[src/rtl/kamikaze_imem_responder_if.sv]
// rtl/kamikaze_imem_responder_if.sv - backing-bus read port for the instruction memory responder
interface kamikaze_imem_responder_if;
    logic        req;
    logic [31:0] addr;
    logic        ack;
    logic        err;
    logic [31:0] rdata;

    modport master (
        output req,
        output addr,
        input  ack,
        input  err,
        input  rdata
    );

    modport slave (
        input  req,
        input  addr,
        output ack,
        output err,
        output rdata
    );
endinterface

[src/rtl/kamikaze_imem_responder.sv]
// rtl/kamikaze_imem_responder.sv - one-entry cached instruction fetch responder over a single-outstanding read bus
module kamikaze_imem_responder #(
    parameter int unsigned TIMEOUT  = 16,
    parameter logic [31:0] ERR_WORD = 32'h00000000
) (
    input  logic                             clk_i,
    input  logic                             rst_i,
    input  logic                             fetch_en_i,
    input  logic [31:0]                      pc_mem_i,
    input  logic                             flush_i,
    output logic [31:0]                      ir_o,
    output logic                             memory_ready_o,
    output logic                             err_o,
    kamikaze_imem_responder_if.master        bus
);

    localparam logic [31:0] NOP_WORD = 32'h00000013;
    // Last wait-count value; reaching it without ack/err ends the read as a timeout.
    localparam logic [7:0]  CNT_LAST = 8'(TIMEOUT - 1);

    typedef enum logic [1:0] {
        S_IDLE,
        S_HIT,
        S_REQ,
        S_DRAIN
    } state_t;

    state_t      state_q;
    logic [29:0] addr_q;
    logic [29:0] tag_q;
    logic [31:0] data_q;
    logic        valid_q;
    logic [7:0]  cnt_q;

    logic        hit_w;
    logic        done_w;
    logic        unused_pc_bits;

    // Fetch addresses are word aligned; the byte offset carries no information.
    assign unused_pc_bits = ^pc_mem_i[1:0];

    // Tag lookup against the presented PC, used only when sampling in IDLE.
    assign hit_w  = valid_q && (tag_q == pc_mem_i[31:2]);

    // The read in flight finishes on ack, error, or when the wait budget runs out.
    assign done_w = bus.ack || bus.err || (cnt_q == CNT_LAST);

    // Single FSM: fetch acceptance, bus read sequencing, one-entry cache and registered responses.
    always_ff @(posedge clk_i) begin
        if (rst_i) begin
            state_q        <= S_IDLE;
            addr_q         <= '0;
            tag_q          <= '0;
            data_q         <= '0;
            valid_q        <= 1'b0;
            cnt_q          <= '0;
            bus.req        <= 1'b0;
            bus.addr       <= '0;
            ir_o           <= NOP_WORD;
            memory_ready_o <= 1'b0;
            err_o          <= 1'b0;
        end else begin
            memory_ready_o <= 1'b0;
            err_o          <= 1'b0;
            case (state_q)
                S_IDLE: begin
                    if (fetch_en_i && !flush_i) begin
                        addr_q <= pc_mem_i[31:2];
                        if (hit_w) begin
                            state_q <= S_HIT;
                        end else begin
                            state_q  <= S_REQ;
                            bus.req  <= 1'b1;
                            bus.addr <= {pc_mem_i[31:2], 2'b00};
                            cnt_q    <= '0;
                        end
                    end
                end
                S_HIT: begin
                    state_q <= S_IDLE;
                    if (!flush_i) begin
                        ir_o           <= data_q;
                        memory_ready_o <= 1'b1;
                    end
                end
                S_REQ: begin
                    if (done_w) begin
                        state_q <= S_IDLE;
                        bus.req <= 1'b0;
                        // A flush coinciding with completion discards the word entirely.
                        if (!flush_i) begin
                            memory_ready_o <= 1'b1;
                            if (bus.err || !bus.ack) begin
                                ir_o    <= ERR_WORD;
                                err_o   <= 1'b1;
                                valid_q <= 1'b0;
                            end else begin
                                ir_o    <= bus.rdata;
                                tag_q   <= addr_q;
                                data_q  <= bus.rdata;
                                valid_q <= 1'b1;
                            end
                        end
                    end else begin
                        cnt_q <= cnt_q + 8'd1;
                        if (flush_i) begin
                            state_q <= S_DRAIN;
                        end
                    end
                end
                S_DRAIN: begin
                    // Keep the request up until the bus lets go, then drop the result.
                    if (done_w) begin
                        state_q <= S_IDLE;
                        bus.req <= 1'b0;
                    end else begin
                        cnt_q <= cnt_q + 8'd1;
                    end
                end
                default: begin
                    state_q <= S_IDLE;
                    bus.req <= 1'b0;
                end
            endcase
        end
    end

endmodule

[src/flat_wrapper.sv]
// flat-port wrapper written by rule: the top's interface ports become plain ports
module kamikaze_imem_responder_flat 
#(
    parameter int unsigned TIMEOUT  = 16,
    parameter logic [31:0] ERR_WORD = 32'h00000000
)
  (clk_i, rst_i, fetch_en_i, pc_mem_i, flush_i, ir_o, memory_ready_o, err_o, bus_req, bus_addr, bus_ack, bus_err, bus_rdata);
  kamikaze_imem_responder_if bus_i ();
  input  logic clk_i;
  input  logic rst_i;
  input  logic fetch_en_i;
  input  logic [31:0] pc_mem_i;
  input  logic flush_i;
  output logic [31:0] ir_o;
  output logic memory_ready_o;
  output logic err_o;
  output wire logic [$bits(bus_i.req)-1:0] bus_req;
  output wire logic [$bits(bus_i.addr)-1:0] bus_addr;
  input wire logic [$bits(bus_i.ack)-1:0] bus_ack;
  input wire logic [$bits(bus_i.err)-1:0] bus_err;
  input wire logic [$bits(bus_i.rdata)-1:0] bus_rdata;
  assign bus_req = bus_i.req;
  assign bus_addr = bus_i.addr;
  assign bus_i.ack = bus_ack;
  assign bus_i.err = bus_err;
  assign bus_i.rdata = bus_rdata;
  kamikaze_imem_responder #(.TIMEOUT(TIMEOUT), .ERR_WORD(ERR_WORD)) u_core (.clk_i(clk_i), .rst_i(rst_i), .fetch_en_i(fetch_en_i), .pc_mem_i(pc_mem_i), .flush_i(flush_i), .ir_o(ir_o), .memory_ready_o(memory_ready_o), .err_o(err_o), .bus(bus_i));
endmodule
[config.mk]
export PLATFORM = sky130hd
export DESIGN_NAME = kamikaze_imem_responder_flat
export DESIGN_NICKNAME = d
export VERILOG_FILES = /design/src/rtl/kamikaze_imem_responder_if.sv /design/src/rtl/kamikaze_imem_responder.sv /design/src/flat_wrapper.sv
export SDC_FILE = /design/constraint.sdc
export NUM_CORES = 1
export LEC_CHECK = 0
export BUFFER_PORTS_ARGS = -buffer_cell sky130_fd_sc_hd__clkbuf_2
export CAP_MARGIN = 40
export CORE_MARGIN = 1.5
export CORE_UTILIZATION = 50
export CTS_CLUSTER_SIZE = 30
export DETAILED_ROUTE_END_ITERATION = 6
export PLACE_DENSITY = 0.73
export REMOVE_ABC_BUFFERS = 1
export SKIP_CTS_REPAIR_TIMING = 1
export SLEW_MARGIN = 20
export SYNTH_ARGS = -nofsm -noshare
export SYNTH_HDL_FRONTEND = slang
export SYNTH_SLANG_ARGS = --single-unit
[constraint.sdc]
create_clock -name clk_i -period 3.09 [get_ports clk_i]
set_clock_uncertainty 0.15 [all_clocks]
set_input_delay 0.309 -clock clk_i [delete_from_list [all_inputs] [get_ports clk_i]]
set_output_delay 0.309 -clock clk_i [all_outputs]
set_load 0.005 [all_outputs]
==> flow_metrics.env <==
export IMPL_synth_flop_cell="dfxtp_1"
export IMPL_fin_crit_ns=2.533
export IMPL_path_cells="ha_1 > and4b_1 > nor4b_4 > nor3_4 > a211o_4 > a221oi_1 > o21ai_0"
export IMPL_timing_final_ws_setup_ns=0.5574
export IMPL_maxSlewViolCount=0
export IMPL_antenna_found_initial=0
export IMPL_slowest_stage="a211o_4"
export IMPL_max_cap_violations=0
export IMPL_hp_class="primary input to flop"
export IMPL_cts_sinks=168
export IMPL_io_pins=137
export IMPL_cts_htree_levels=4
export IMPL_synth_top_cell_by_area="dfxtp_1"
export IMPL_clk_pin_slew_worst_paths_ns=0.06
export IMPL_fmax_mhz=394.8
export IMPL_start_kind="flop"
export IMPL_worst_pin_slew_ns=0.7361
export IMPL_synth_distinct_cells=54
export IMPL_syn2layout_area_growth_pct=21.15
export IMPL_grt_overflow=0
export IMPL_synth_seq_cells=168
export IMPL_synth_edf_count=0
export IMPL_critical_path_top_delay_family="compound AO/OA/AOI/OAI gates"
export IMPL_cts_tree="built"
export IMPL_finalSetupViolCount=0
export IMPL_dp_worst_setup_slack_ns=0.5661
export IMPL_crit_required_ns=3.22
export IMPL_max_vdd_ir_drop_mv=0.4057
export IMPL_final_common_cell="nand2_1"
export IMPL_first_iter_violations=415
export IMPL_synth_yosys_warnings=0
export IMPL_grt_usage_pct=21.48
export IMPL_die_width_microns=121.3
export IMPL_diodes=0
export IMPL_yosysSeqAreaShare_pct=48.03
export IMPL_num_rows=43
export IMPL_place_hpwl_mm=9.826
export IMPL_leakage_nw=3.318
export IMPL_drt_first_pass_iters=5
export IMPL_synthArstFlopShare_pct=0
export IMPL_critPathKind="flop to flop"
export IMPL_stdcell_count=1113
export IMPL_crit_path_end_kind="flop"
export IMPL_wl_per_cell_microns=14.22
export IMPL_clock_root_buffer="clkbuf_16"
export IMPL_via_per_inst=5.282
export IMPL_layout_common_cells="nand2_1, dfxtp_1, clkbuf_2"
export IMPL_fin_crit_sh_pct=81.96
export IMPL_drcViolationCount=0
export IMPL_grt_max_degree=144
export IMPL_grt_pass1_wl_mm=25.41
export IMPL_dp_cells=1065
export IMPL_worst_path_stages=7
export IMPL_hold_violations=7
export IMPL_failed_checks="negative hold slack"
export IMPL_cts_buffers=17
export IMPL_drtAntennaViolNets=0
export IMPL_gp_routability_congestion=0.8300
export IMPL_crit_buf_inv=0
export IMPL_die_area_sq_um=14720
export IMPL_rsz0062_at_grt="no"
export IMPL_io_buffer_count=132
export IMPL_vias=5879
export IMPL_fin_nets=996
export IMPL_slew_headroom_pct=50.93
export IMPL_critPathMaxFanout=32
export IMPL_clock_latency_ns=0.41
export IMPL_nFillCells=1258
export IMPL_synthCells=798
export IMPL_reg2reg_depth=7
export IMPL_synth_area_leaders="dfxtp_1, nand2_1, a21oi_1"
export IMPL_power_density_nw_per_um2=605.6
export IMPL_syn_area_sq_um=7003
export IMPL_worstPathArrival_ns=2.66
export IMPL_outcome="finished with violations"
export IMPL_synth_top_area_share_pct=48.03
export IMPL_design_core_area_sq_um=13770
export IMPL_drive_gt1_share_pct=24.54
export IMPL_whs_ns=-0.007247
export IMPL_grt_pass1_vias=5329
export IMPL_avgSynthCellArea_sq_um=8.776
export IMPL_wirelength_mm=15.83
export IMPL_clockBufferDepth=2
export IMPL_die_h_microns=121.3
export IMPL_slowest_delay_ns=0.57
export IMPL_hold_depth=3
export IMPL_initial_utilization_pct=50.84
-- cell families (layout without fill, tap and decap cells) --
logic type	Yosys count	after routing	share of synthesized area [%]
fa+ha+maj	5	5	0.8933
flops	168	168	48.03
mux	31	31	4.449
other cells	1	2	0.05355
compound gates	161	161	17.28
xor+xnor	30	30	3.752
simple gates	338	338	21.05
buf+inv	64	198	4.502
-- cell type report --
| cell class | instances | area (sq um) | area share (%) |
|---|---|---|---|
| clock buffers | 21 | 470.5 | 5.545 |
| clock inverters | 10 | 95.09 | 1.121 |
| inverters | 5 | 18.77 | 0.2212 |
| multi-input cells | 567 | 3343 | 39.40 |
| flip-flops and latches | 168 | 3363 | 39.64 |
| well taps | 180 | 225.2 | 2.654 |
| repair buffers | 162 | 968.4 | 11.41 |
-- synthesized netlist by cell type, types with 4 or more instances --
cell      number
nand4_1        8
xnor2_1       30
a221oi_2      30
buf_2          8
a21oi_1       97
mux2i_1       30
nor3_2         5
nand3_1        7
ha_1           5
inv_1          4
buf_4          5
a221oi_1       4
nand2_1      192
and3_1         5
clkbuf_1      39
buf_6          6
nor3_1        28
dfxtp_1      168
o21ai_0       10
nor2_1        71
-- flip-flops by register name, summed over array words and instances (netlist names) --
register and cells:
u_core.cnt_q 8, u_core.valid_q 1, u_core.data_q 32, u_core.err_o 1
u_core.addr_q 30, u_core.state_q 2, u_core.memory_ready_o 1, u_core.bus.addr 30
u_core.ir_o 32, u_core.bus.req 1, u_core.tag_q 30
-- where the power goes --
group	switching (mW)	internal, mW
clock network	0.842	1.17
registers	0.0648	2.29
logic	0.450	0.316
total	1.36	3.78
-- worst min-delay path: stages --
cell and delay, ns:
clkbuf_2 0.10, nand2_1 0.05, a21oi_1 0.05
-- metal layers --
metal	global-route usage, %	part of all wire [%]	routed length, microns	vias up
met5	0	0	0	-
met2	35.06	48	7613	114
met4	7.206	1.4	222	0
li1	-	-	-	2976
met3	4.793	3.9	616	15
met1	28.10	47	7378	2774
-- stage by stage --
step	setup TNS, ns	util [%]	instance area [sq um]	total power, mW
2_1_floorplan	-21.13	-	6710	2.834
3_3_place_gp	0	56.26	7749	3.140
3_5_place_dp	0	56.26	7749	3.154
4_1_cts	0	60.37	8314	5.166
5_1_grt	0	61.60	8484	5.372
6_report	0	61.60	8484	5.138
-- path summary, 6_finish.rpt --
kind,slack [ns],endpoint,startpoint
hold / removal,-0.007,u_core.data_q[30]$_SDFFE_PP0P_,bus_rdata[30]
setup / recovery,0.56,u_core.ir_o[1]$_SDFFE_PP1P_,u_core.cnt_q[0]$_SDFFE_PP0P_
hold reg to reg,0.30,u_core.tag_q[26]$_SDFFE_PP0P_,u_core.addr_q[26]$_SDFFE_PP0P_
setup reg to reg,0.56,u_core.ir_o[1]$_SDFFE_PP1P_,u_core.cnt_q[0]$_SDFFE_PP0P_
No activity file was read; power rests on OpenSTA's default activity.
